### src/rtl/aes_rcon_round_ctrl.sv
// aes_rcon_round_ctrl
// Round/column sequencer for a masked AES-128 core with a 32-bit datapath.
// A job is accepted over a valid/ready handshake. The controller then runs
// NR rounds of CPR column cycles each and steers the round-constant
// generator. Completion is reported over a valid/ready output handshake.
//
// Optional feature: define AES_RCON_CTRL_ABORT_EN to add the `abort` input.
// It returns any active job to IDLE without producing an out_valid.
//
// Ports:
//   clk, rst      - clock; synchronous active-high reset
//   in_valid      - job request (accepted only in IDLE)
//   in_ready      - high only in IDLE
//   in_inverse    - job direction (1 = decrypt), latched on accept
//   out_valid     - job finished, held until out_ready
//   out_ready     - consumer takes the finished job
//   abort         - (AES_RCON_CTRL_ABORT_EN only) cancel the running job
//   rcon_init     - load the rcon generator start value
//   rcon_update   - advance the rcon generator one step
//   rcon_mask     - ungate the rcon share (column 0 of each round)
//   rcon_inverse  - latched direction for the rcon generator
//   round_idx     - current round 0..NR-1
//   col_idx       - current column 0..CPR-1
//   last_round    - round_idx == NR-1 while in ROUND
//   busy          - high in INIT and ROUND
module aes_rcon_round_ctrl #(
  parameter int NR  = 10,
  parameter int CPR = 4
) (
  input  logic       clk,
  input  logic       rst,
  input  logic       in_valid,
  output logic       in_ready,
  input  logic       in_inverse,
  output logic       out_valid,
  input  logic       out_ready,
`ifdef AES_RCON_CTRL_ABORT_EN
  input  logic       abort,
`endif
  output logic       rcon_init,
  output logic       rcon_update,
  output logic       rcon_mask,
  output logic       rcon_inverse,
  output logic [3:0] round_idx,
  output logic [1:0] col_idx,
  output logic       last_round,
  output logic       busy
);

  generate
    if (NR < 1 || NR > 16 || CPR < 1 || CPR > 4) begin : g_bad_params
      $error("aes_rcon_round_ctrl: NR must be 1..16 and CPR must be 1..4");
    end
  endgenerate

  localparam logic [3:0] ROUND_LAST = 4'(NR - 1);
  localparam logic [1:0] COL_LAST   = 2'(CPR - 1);

  typedef enum logic [1:0] {
    S_IDLE  = 2'd0,
    S_INIT  = 2'd1,
    S_ROUND = 2'd2,
    S_DONE  = 2'd3
  } state_t;

  state_t     state, state_next;
  logic [3:0] round_next;
  logic [1:0] col_next;
  logic       inv_next;
  logic       abort_req;

`ifdef AES_RCON_CTRL_ABORT_EN
  // Abort only matters once a job has been accepted.
  assign abort_req = abort && (state != S_IDLE);
`else
  assign abort_req = 1'b0;
`endif

  always_ff @(posedge clk) begin
    if (rst) begin
      state        <= S_IDLE;
      round_idx    <= 4'd0;
      col_idx      <= 2'd0;
      rcon_inverse <= 1'b0;
    end else begin
      state        <= state_next;
      round_idx    <= round_next;
      col_idx      <= col_next;
      rcon_inverse <= inv_next;
    end
  end

  always_comb begin
    state_next = state;
    round_next = round_idx;
    col_next   = col_idx;
    inv_next   = rcon_inverse;
    unique case (state)
      S_IDLE: begin
        if (in_valid) begin
          inv_next   = in_inverse;
          state_next = S_INIT;
        end
      end
      S_INIT: begin
        round_next = 4'd0;
        col_next   = 2'd0;
        state_next = S_ROUND;
      end
      S_ROUND: begin
        if (col_idx == COL_LAST) begin
          col_next = 2'd0;
          if (round_idx == ROUND_LAST) begin
            // Counters are parked at zero outside ROUND.
            round_next = 4'd0;
            state_next = S_DONE;
          end else begin
            round_next = round_idx + 4'd1;
          end
        end else begin
          col_next = col_idx + 2'd1;
        end
      end
      S_DONE: begin
        if (out_ready) state_next = S_IDLE;
      end
      default: state_next = S_IDLE;
    endcase
    if (abort_req) begin
      state_next = S_IDLE;
      round_next = 4'd0;
      col_next   = 2'd0;
    end
  end

  // Moore outputs. rcon_init is the one exception: it follows rst (and
  // abort) directly so the generator is reloaded in the same cycle.
  always_comb begin
    in_ready    = (state == S_IDLE);
    out_valid   = (state == S_DONE);
    busy        = (state == S_INIT) || (state == S_ROUND);
    rcon_init   = rst || (state == S_INIT) || abort_req;
    rcon_mask   = (state == S_ROUND) && (col_idx == 2'd0);
    // No update in the final round so rcon never runs past round NR-1.
    rcon_update = (state == S_ROUND) && (col_idx == COL_LAST) &&
                  (round_idx != ROUND_LAST);
    last_round  = (state == S_ROUND) && (round_idx == ROUND_LAST);
  end

endmodule

### config.mk
export PLATFORM = sky130hd
export DESIGN_NAME = aes_rcon_round_ctrl
export DESIGN_NICKNAME = d
export VERILOG_FILES = /design/src/rtl/aes_rcon_round_ctrl.sv
export SDC_FILE = /design/constraint.sdc
export NUM_CORES = 1
export LEC_CHECK = 0
export CORE_AREA = 2 2 39 41
export CTS_BUF_LIST = sky130_fd_sc_hd__clkbuf_4 sky130_fd_sc_hd__clkbuf_8
export DETAILED_ROUTE_END_ITERATION = 10
export DIE_AREA = 0 0 41 43
export PLACE_DENSITY = 0.78
export SYNTH_ARGS = -nofsm -noshare
export SYNTH_HDL_FRONTEND = slang
export SYNTH_SLANG_ARGS = --single-unit
### constraint.sdc
create_clock -name clk -period 2.3 [get_ports clk]
set_input_delay 0.345 -clock clk [delete_from_list [all_inputs] [get_ports clk]]
set_output_delay 0.345 -clock clk [all_outputs]
set_load 0.02 [all_outputs]
Word level (Yosys, flattened, before mapping)
Index checks and enable logic that the tools add are counted.

operators by class
  shift-type cells = 0
  bitwise gates (word level) = 0
  order comparisons = 0
  equal/unequal tests = 10
  reduce and logical (&&, ||, !) cells = 12
  $mul = 0
  div/mod/pow operators = 0
  mux-type cells = 10
  add/sub/neg operators = 2

operators by type and width
  cell                 count
  $mux 2               5
  $mux 4               2
  $pmux 2 s4           1
  $pmux 4 s2           1
  $eq 2x2->1 const B   3
  $ne 2x1->1 const B   3
  $add 4x1->4 const B  1
  $eq 4x4->1 const B   1
  $logic_and 1x1->1    4
  $logic_not 2->1      2
  $ne 4x4->1 const B   1
  $pmux 2 s2           1
  $reduce_and 2->1     2
  $reduce_and 4->1     1
  $add 2x1->2 const B  1
  $eq 2x1->1 const B   1
  $logic_or 1x1->1     2
  $ne 2x2->1 const B   1
  $reduce_bool 2->1    1

storage, ports and cells
  word-level logic and storage cells = 38
  memory bits (writable) = 0
  register bits = 9
  bits in read-only memories = 0
  input port bits = 5
  latch bits = 0
  output and inout bits = 14
  memories kept = 0

Longest topological paths before layout
Gate-level depths: netlist (run 1).

  word-level depth = 4
  depth in mapped cells = 5
  depth with buffers taken out = 5

Worst setup path after synthesis (run 1)
OpenSTA, ideal clock, no wires.

  path kind = register to register
  start point = register state[0]
  end point = register state[0]
  arrival time = 1.550 ns
  path buffers = 0
  path slack = 0.678 ns
  stages on the path, launching flop included = 6
  data required time = 2.228 ns
  library setup time = 0.072 ns
  period minus slack after synthesis = 1.622 ns
  cells stage by stage = dfxtp_1 > inv_1 > ha_1 > nor2b_1 > a2111oi_2 > mux2i_1

between the ends
  word-level cells in the longest chain between the ends = 3
  elaborated cells on any way between the ends = 10
  those cells by class = 7 x eq/ne; 1 x mux; 2 x reduce/logical

ends and longest elaborated chain
  what                        RTL line  source
  from (decl)                 66        state_t state, state_next;
  from (signal assigned)      86        state <= state_next;
  $logic_not 2->1 (*)         n/a
  named net in_ready          33        output logic in_ready,
  $ne 2x2->1 (no line)        n/a
  $reduce_and 4->1 (no line)  n/a

Mark *: on every way through the listed nets, which the timed path passes. The rest lies on a longest branch.
A chain may end at the register's enable or synchronous reset.

Worst setup path after layout (run 1)
  start point = register state[0]
  end point = output rcon_update

between the ends
  word-level cells in the longest chain between the ends = 3

ends and longest elaborated chain
  what                             RTL line  source
  $eq 2x2->1                       145       rcon_update = (state == S_ROUND) && (col_idx == COL_LAST) &&
  $logic_and 1x1->1 (2 in series)  145
  to (decl)                        41        output logic rcon_update,

No other way between the ends.

==> impl_metrics.ini, run 1 <==
[worst_setup_path]
cpMaxStageDelayCell = clkdlybuf4s50_1
critPathArrivalTime_ns = 1.83
cp.required_ns = 1.96
start_kind = flop
end_kind = primary output
r2r_slack_ns = 0.59
critPathTopFamily = buffers and inverters
slowest_delay_ns = 0.59
crit_chain = inv_1 > ha_1 > and3_1 > clkdlybuf4s50_1
crit_type = reg2out
cp.buffers_inverters = 2
crit_fanout = 9

[layout]
syn2layout_area_growth_pct = 40.79
final_cell_mix = 17 x clkdlybuf4s50_1, 9 x ha_1, 9 x dfxtp_1
final_common_cell = clkdlybuf4s50_1
antenna-diode-count = 0
drive_above_1_share = 0.09890
design_area_um2 = 842.1
fillers = 126
nets = 106

[sta]
tightest_slew_ns = 0.4712
setup_violations = 0
timing.slew.headroom = 0.6853
min_period_ns = 2.179
fmax_mhz = 459.0
rsz0062_at_grt = no
fin_skew_ns = 0.003650
post-route-period-util = 0.9473
finalMaxSlewViolations = 0
finalHoldViolations = 0
tns_ns = 0

[place]
portBuffers = 18
dpl_cell_area_um2 = 809.5
place_congestion = 0.7010
hpwlAfterDp_um = 932.9

[grt]
antenna_found_initial = 0
grt_pass1_wl_um = 1973
gr-total-overflow = 0
use_met2 = 0.2469
grt_pass1_vias = 484
grt_usage = 0.1638
grt_max_degree = 12
busiest_layer = met2
grt_use_met3 = 0.03141
grt_use_met1 = 0.2129

[cts]
numCtsBuffers = 3
cts_sinks = 9
cts.path.max_buffers = 2
cts_tree = built
postCtsSetupBuffers = 0
path_clk_slew_ns = 0.06
clk_latency_ns = 0.25
cts.htree.levels = 1
root_buffer = clkbuf_4

[synth]
synth_nets = 82
syn_inst = 68
yosys_warnings = 0
ys_seq_area_frac = 0.3013
synth-seq-cells = 9
yosysUniqueCellTypes = 22
syn_avg_cell_area_um2 = 8.795
syn_area_um2 = 598.1

[power]
p_per_area_nw_per_um2 = 932.3
power.leakage_uw = 0.0003441
max-vdd-ir-drop_v = 0.0005545

[route]
dr.pass1.iters = 4
first_iter_violations = 5
drc = 0
antenna_left = 0
vias = 553
wl_per_cell_um = 11.20
viasPerCell = 5.168
drt-total-wl_um = 1198

[floorplan]
rows = 14
dieArea_um2 = 1763
dieWidth_um = 41
coreArea_um2 = 1384
start_util = 0.4322
die-height_um = 43
ios = 19

[run]
cap_violations = 0

[status]
status = completed

[min_path]
min_path_type = reg2reg
per-stage QoR:
step / setup WS, ns / instances / total power (uW) / utilization / hold slack (ns)
finish: 0.1213 / 107 / 785.1 / 0.6085 / 0.4562
global route: 0.003027 / 107 / 844.9 / 0.6085 / 0.4952
CTS: 0.06845 / 107 / 792.6 / 0.6067 / 0.4622
detailed placement: 0.3403 / 103 / 658.5 / 0.5850 / 0.4500
global placement: 0.3664 / 103 / 655.7 / 0.5850 / 0.4492
floorplan: 0.6778 / 68 / 513.0 / - / 0.4818
state kept, by name, indices dropped and copies added (netlist names):
signal / flops
round_idx: 4
col_idx: 2
state: 2
rcon_inverse: 1
logic make-up after synthesis:
group | synth area share
flops | 0.3013
buf+inv | 0.03765
simple gates | 0.2971
fa+ha+maj | 0.1883
compound gates | 0.1067
mux | 0.06904
cells in the mapped netlist:
library cell,instances,share of area
dfxtp_1,9,0.30
ha_1,9,0.19
a21oi_1,6,0.050
nand2_1,6,0.038
nor2b_1,6,0.063
inv_1,5,0.031
nand2b_1,5,0.052
nand3_1,4,0.033
mux2i_1,3,0.050
nand4_1,2,0.021
nand4b_1,2,0.029
a2111oi_2,1,0.025
a31oi_1,1,0.010
and2_1,1,0.010
and3_1,1,0.010
clkbuf_1,1,0.0063
mux2_2,1,0.019
nand3b_1,1,0.013
o21ai_0,1,0.0084
o21bai_1,1,0.013
or2_2,1,0.010
or4b_1,1,0.017
area by class of cell:
cell class,count,area [um^2],share of cell area
repair buffers,20,197.7,0.2348
multi-input cells,53,395.4,0.4695
clock buffers,4,30.03,0.03566
inverters,5,18.77,0.02229
flip-flops and latches,9,180.2,0.2140
well taps,16,20.02,0.02377
tightest hold or removal path: cells and delay by family, from the launching register on:
| family | cells | cell delay [ns] |
|---|---|---|
| and+or+nand+nor | 1 | 0.05 |
| DFF | 1 | 0.31 |
| AOI/OAI and AO/OA | 1 | 0.05 |
metal layers:
metal / wire [um] / share of wire
met1: 549 / 0.46
met2: 566 / 0.47
met5: 0 / 0
met4: 6 / 0.0050
met3: 76 / 0.063
final timing paths:
path           startpoint            to  cells after the start
max              state[0]   rcon_update                      4
min          rcon_inverse  rcon_inverse                      2
max reg2reg  round_idx[0]      state[0]                      5
min reg2reg  rcon_inverse  rcon_inverse                      2
repair_timing:
action                                  4_1_cts  5_1_grt
endpoints found under the hold margin         0        0
endpoints found under the setup margin        0        1
hold buffers                                  0        0
resized for setup                             0        1
power breakdown:
part	total, uW	leakage (uW)	internal [uW]	switching [uW]
Sequential	205	0.0000731	180	25.4
Combinational	451	0.000253	218	233
Clock	129	0.0000184	78.4	50.6
Total	785	0.000344	476	309
Power figures use the tool's default switching activity.
==> run 2: changes to the inputs <==
Settings changed: CTS_BUF_LIST sky130_fd_sc_hd__clkbuf_4 sky130_fd_sc_hd__clkbuf_8 to sky130_fd_sc_hd__clkbuf_4 sky130_fd_sc_hd__clkbuf_8 sky130_fd_sc_hd__clkbuf_16.
==> results of run 2 <==
The final DEF is identical to that of run 1; final timing and power are the same.
==> edit 1: new RTL, flow settings as in run 1 <==
Reset style: asynchronous (`rst`), changed in one clocked block. Comments in the files are not updated.
--- a/src/rtl/aes_rcon_round_ctrl.sv
+++ b/src/rtl/aes_rcon_round_ctrl.sv
@@ -76,7 +76,7 @@
   assign abort_req = 1'b0;
 `endif
 
-  always_ff @(posedge clk) begin
+  always_ff @(posedge clk or posedge rst) begin
     if (rst) begin
       state        <= S_IDLE;
       round_idx    <= 4'd0;
Function: differs if rst is asserted again (counterexample within 4 cycles, from zero or initial values and one cycle with rst high); with rst held inactive, the same outputs for 10 cycles.
==> edit 1 against run 1 <==
- synthesized area up 5.6%
- largest power group unchanged
- setup slack better by 2.0 ps
- sequential cell count unchanged
- final area up 3.1%
- highest routed layer unchanged
- via count down 11%
- critical path type unchanged
- wire length down 2.2%
- power up 42%
- critical path depth unchanged
==> edit 1: results (changes against run 1) <==
Placement
  – I/O Buffers: 18 (unchanged)
  – Dpl cells: 96 (-6.8%)
  – GPL Wtd Cong: 0.804 (+15%)
  – Post-DP HPWL: 963 um (+3.3%)

STA
  – Worst Tran Pin Value: 371 ps (-99.8 ps)
  – Hold slack: 375 ps (-81.3 ps)
  – Skew final: 6.69 ps (+3.04 ps)

Worst setup path
  – CP max FO: 6 (-3)
  – Reg2Reg Launch Point: state[0]
  – FF-to-FF path depth: 6 (+1)
  – Reg-to-Reg End: state[1]
  – Critical Path End Type: output port
  – Flop-to-flop setup slack: 530 ps (-60 ps)
  – CP arrival: 1830 ps (about the same)

Finish
  – Final #Nets: 99 (-6.6%)
  – Top flop regs: round_idx: 4 flops, col_idx: 2 flops, state: 2 flops
  – # diodes: 0 (unchanged)
  – # fillers: 131 (+4.0%)
  – Share of cells above drive strength 1: 14.3% (+4.4 points)

Clock network
  – TritonCTS Buffers: 3 (unchanged)
  – Reg clk slew, reported paths: 70 ps
  – Clock Path Buffers: 2 (unchanged)
  – CTS H-tree lvls: 1 (unchanged)
  – Clock Latency Late Sink: 260 ps
  – Root Buffer: clkbuf_4

Synth
  – Mapped Nets: 76 (-7.3%)
  – Leading post-synthesis cells by cell area: dfrtp_1 (36%), ha_1 (18%), inv_1 (5.3%), a2111oi_4 (4.4%), mux2_2 (3.6%)
  – Mapped Cells: 62 (-8.8%)
  – Async S/R FF share, synth: 100% (+100 points)
  – Sequential fraction of the synthesis area: 35.6% (+5.5 points)
  – Top cells by count, synth: dfrtp_1 (9), ha_1 (9), inv_1 (9)
  – Yosys cell types: 25 (+14%)
  – Yosys warns: 0 (unchanged)
  – Most used DFF post-synth: dfrtp_1

GRT
  – Antenna violations before repair: 0 (unchanged)
  – M3 GR Usage: 3.14% (unchanged)
  – Largest net degree at the start of global routing: 10 (-2)
  – GRT Total Usage: 16.4% (about the same)
  – GR Util met1: 23.2% (+1.9 points)
  – First-pass GRT wire length: 1900 um (-3.9%)
  – Vias in the first global route: 440 (-9.1%)
  – M2 GR Usage: 21.3% (-3.4 points)

Pwr
  – P_leak: 0.424 nW (+23%)
  – Worst IR Drop VDD: 865 uV (+56%)
  – P_sw: 0.471 mW (+53%)

Routing
  – Via/cell ratio: 4.93 (-4.6%)
  – Initial DRC count: 2 (-3)
  – DRT Pass-1 Iters: 4 (unchanged)
  – Vias post-DR: 493 (-11%)
  – Avg WL per Cell: 11.7 um (+4.7%)

Run status
  – Status: completed

Worst hold path
  – HP Class: primary input to asynchronous set/reset pin
-- edit 1: cell types whose count changed after synthesis, moves of 2 or more --
cell,change
nor2_1,+2
nor2b_1,-3
nand2b_1,-4
dfrtp_1,+9
inv_1,+4
o21ai_0,+2
nand4_1,-2
a21oi_1,-6
dfxtp_1,-9
-- edit 1: how the worst max path moves through the flow --
stage            startpoint          end  slack (ps)  cells after the start
2_1_floorplan      state[0]     state[1]         570                      5
3_3_place_gp       state[0]  rcon_update         400                      4
3_5_place_dp       state[0]  rcon_update         380                      4
4_1_cts            state[0]  rcon_update          80                      4
5_1_grt        round_idx[0]  rcon_update          10                      4
6_report       round_idx[0]  rcon_update         120                      4
-- edit 1: cell families (layout without fill, tap and decap cells) --
family                     after synthesis  in the layout  synth area share (%)
AOI/OAI and AO/OA                        8              8                  11.1
muxes                                    5              5                  9.11
and+or+nand+nor                         21             21                  20.4
adders and majority gates                9              9                  17.8
buffers and inverters                   10             32                  5.94
DFF                                      9              9                  35.6
-- edit 1: final cells by class --
class | count | area share [%]
Clock buffer | 4 | 3.46
Tap cell | 16 | 2.31
Sequential cell | 9 | 25.9
Inverter | 9 | 3.89
Multi-Input combinational cell | 43 | 42.8
Timing Repair Buffer | 19 | 21.6
-- edit 1: metrics by stage --
step | utilization (%) | worst slack, ps | cell area (um^2)
global placement | 60.4 | 395 | 836
global route | 62.7 | 14.1 | 868
floorplan | - | 570 | 632
detailed placement | 60.4 | 379 | 836
finish | 62.7 | 123 | 868
CTS | 62.6 | 84.1 | 866
-- edit 1: per-layer routing --
layer / part of all wire [%] / vias up / routed length (um)
met3: 3.3 / 2 / 39
met2: 46 / 9 / 541
met4: 1.9 / 0 / 22
li1: - / 257 / -
met1: 49 / 225 / 569
met5: 0 / - / 0
-- edit 1: timing repair --
item,in CTS,in global routing
gates resized for setup,0,1
endpoints found under the setup margin,0,2
setup buffers,0,0
-- edit 1: power by group through the flow --
stage | sequential (mW) | clock, mW | combinational (mW)
finish | 0.255 | 0.135 | 0.725
global route | 0.264 | 0.151 | 0.789
CTS | 0.256 | 0.142 | 0.731
detailed placement | 0.258 | 0 | 0.728
global placement | 0.256 | 0 | 0.711
floorplan | 0.289 | 0 | 0.446
-- edit 1: worst max-delay path: stages, from the launching register on --
cell and delay [ps]:
dfrtp_1 430, ha_1 270, nand3b_4 130, and3_1 160, clkdlybuf4s50_1 590
==> edit 2: new RTL, settings of run 1 <==
Without the edit above. Build with the macro `AES_RCON_CTRL_ABORT_EN` defined.
--- a/src/rtl/aes_rcon_round_ctrl.sv
+++ b/src/rtl/aes_rcon_round_ctrl.sv
@@ -23,6 +23,8 @@
 //   col_idx       - current column 0..CPR-1
 //   last_round    - round_idx == NR-1 while in ROUND
 //   busy          - high in INIT and ROUND
+`define AES_RCON_CTRL_ABORT_EN
+
 module aes_rcon_round_ctrl #(
   parameter int NR  = 10,
   parameter int CPR = 4
Ports: changed (added abort); port bits go from 19 to 20. No check against the original RTL was run, so the function may have changed too.
==> edit 2 against run 1 <==
- cell count rose by 3.7%
- synthesized area rose by 1.7%
- combinational power fell by 4.9%
- sequential cell count did not move
- final area rose by 2.5%
- setup slack got worse by 10 ps
- wire length rose by 4.5%
- power fell by 2.5%
- register-to-register slack got worse by 90 ps
- largest cell class unchanged
==> edit 2: results (changes against run 1) <==
Clock network
  – Reg clk slew, reported paths: 70 ps
  – Post-CTS setup buffers: 0 (unchanged)
  – TritonCTS Buffers: 3 (unchanged)
  – Clock Path Buffers: 2 (unchanged)
  – Root Buffer: clkbuf_4

Run status
  – Status: completed

GRT
  – Largest net degree at the start of global routing: 10 (-2)
  – GR Util met1: 18.8% (-2.5 points)
  – Antenna violations before repair: 0 (unchanged)
  – GRT Total Usage: 17.7% (+1.3 points)
  – First-pass GRT wire length: 2190 um (+11%)
  – M2 GR Usage: 31.9% (+7.2 points)
  – M3 GR Usage: 5.24% (+2.1 points)
  – Vias in the first global route: 567 (+17%)

Worst setup path
  – Reg-to-Reg End: state[0]
  – CP endpoint: rcon_mask
  – Setup Crit Path Kind: flip-flop to output port
  – CP arrival: 1840 ps
  – FF-to-FF path depth: 6 (+1)
  – CP max FO: 9 (unchanged)
  – Flop-to-flop setup slack: 500 ps (-90 ps)

Synth
  – Top cells by count, synth: dfxtp_1 (9), ha_1 (9), nand2_1 (7), nand3_1 (7), nor2b_1 (7)
  – Mapped Nets: 86 (+4.9%)
  – Synth Area in Adders: 18.5% (-0.31 points)
  – Compound-Gate Fraction of Synth Area: 10.5% (-0.18 points)
  – Avg Cell Area, Syn: 8.56 um^2 (-2.6%)
  – Yosys warns: 0 (unchanged)
  – Synth Area in XOR/XNOR: 0% (unchanged)
  – Leading post-synthesis cells by cell area: dfxtp_1 (30%), ha_1 (19%), nor2b_1 (7.2%), nand3_1 (5.8%), mux2i_1 (4.9%)
  – Most used DFF post-synth: dfxtp_1
  – Sequential fraction of the synthesis area: 29.6% (-0.50 points)
  – Post-synthesis mux area share: 6.79% (-0.11 points)

STA
  – Skew final: 1.50 ps (-2.15 ps)
  – Worst Tran Pin Value: 437 ps (-34.0 ps)
  – Hold slack: 465 ps (+8.39 ps)
  – Crit share post-route: 95.2% (+0.45 points)

Finish
  – Share of cells above drive strength 1: 9.47% (-0.42 points)
  – # diodes: 0 (unchanged)
  – Final #Nets: 111 (+4.7%)
  – Top flop regs: round_idx: 4 flops, col_idx: 2 flops, state: 2 flops

Routing
  – DRT Pass-1 Iters: 2 (-2)
  – Vias post-DR: 581 (+5.1%)
  – Top sig layer: met3
  – Initial DRC count: 6 (+1)
  – Via/cell ratio: 5.23 (+1.3%)
  – Metal2 WL: 665 um (+17%)
  – DR WL met3: 70 um (-7.9%)
  – Avg WL per Cell: 11.3 um (+0.74%)
  – Met1 WL: 516 um (-6.0%)

Pwr
  – P_leak: 0.374 nW (+8.7%)
  – Switching Fraction: 40.1% (+0.74 points)
  – Worst IR Drop VDD: 641 uV (+16%)

Placement
  – Post-DP HPWL: 998 um (+7.0%)
  – I/O Buffers: 19 (+1)
  – GPL Wtd Cong: 0.724 (+3.3%)
  – DP Worst Slack: 157 ps (-184 ps)
  – DP Area: 830 um^2 (+2.5%)

Worst hold path
  – HP Class: flip-flop to flip-flop
==> edit 2: worst max-delay path, stage by stage, from the launching register on <==
cell and delay [ps]:
dfxtp_1 350, inv_1 110, ha_1 350, and2_1 170, clkdlybuf4s50_1 590
==> edit 2: area by class of cell <==
cell class	count	area (um^2)
Fill cell	126	520
Clock buffer	4	30.0
Timing Repair Buffer	21	209
Multi-Input combinational cell	55	402
Inverter	6	22.5
Tap cell	16	20.0
Sequential cell	9	180
==> edit 2: cell families (layout without fill, tap and decap cells) <==
group | Yosys count | after routing
AND/OR/NAND/NOR | 32 | 32
flip-flops | 9 | 9
adder cells (fa/ha/maj) | 9 | 9
AO/OA/AOI/OAI | 10 | 10
buffers and inverters | 7 | 31
multiplexers | 4 | 4
==> edit 2: worst min-delay path by stage <==
stage          depth (start not counted)           end    startpoint
2_1_floorplan                          1  rcon_inverse           rst
3_3_place_gp                           2  rcon_inverse  rcon_inverse
3_5_place_dp                           2  rcon_inverse  rcon_inverse
4_1_cts                                2  rcon_inverse  rcon_inverse
5_1_grt                                2  rcon_inverse  rcon_inverse
6_report                               2  rcon_inverse  rcon_inverse
==> edit 2: timing repair <==
item | in CTS | in global routing
setup endpoints to repair | 1 | 2
resized for setup | 1 | 2
endpoints found under the hold margin | 0 | 0
==> edit 2: power by group through the flow <==
stage	sequential (mW)	clock (mW)	combinational [mW]
floorplan	0.203	0	0.274
global placement	0.201	0	0.427
detailed placement	0.202	0	0.432
CTS	0.198	0.139	0.434
global route	0.203	0.151	0.465
finish	0.197	0.139	0.429
==> edit 2: metrics by stage <==
| step | power, mW | utilization, % |
|---|---|---|
| floorplan | 0.477 | - |
| detailed placement | 0.634 | 59.9 |
| global placement | 0.628 | 59.9 |
| CTS | 0.771 | 62.0 |
| finish | 0.765 | 62.4 |
| global route | 0.819 | 62.4 |
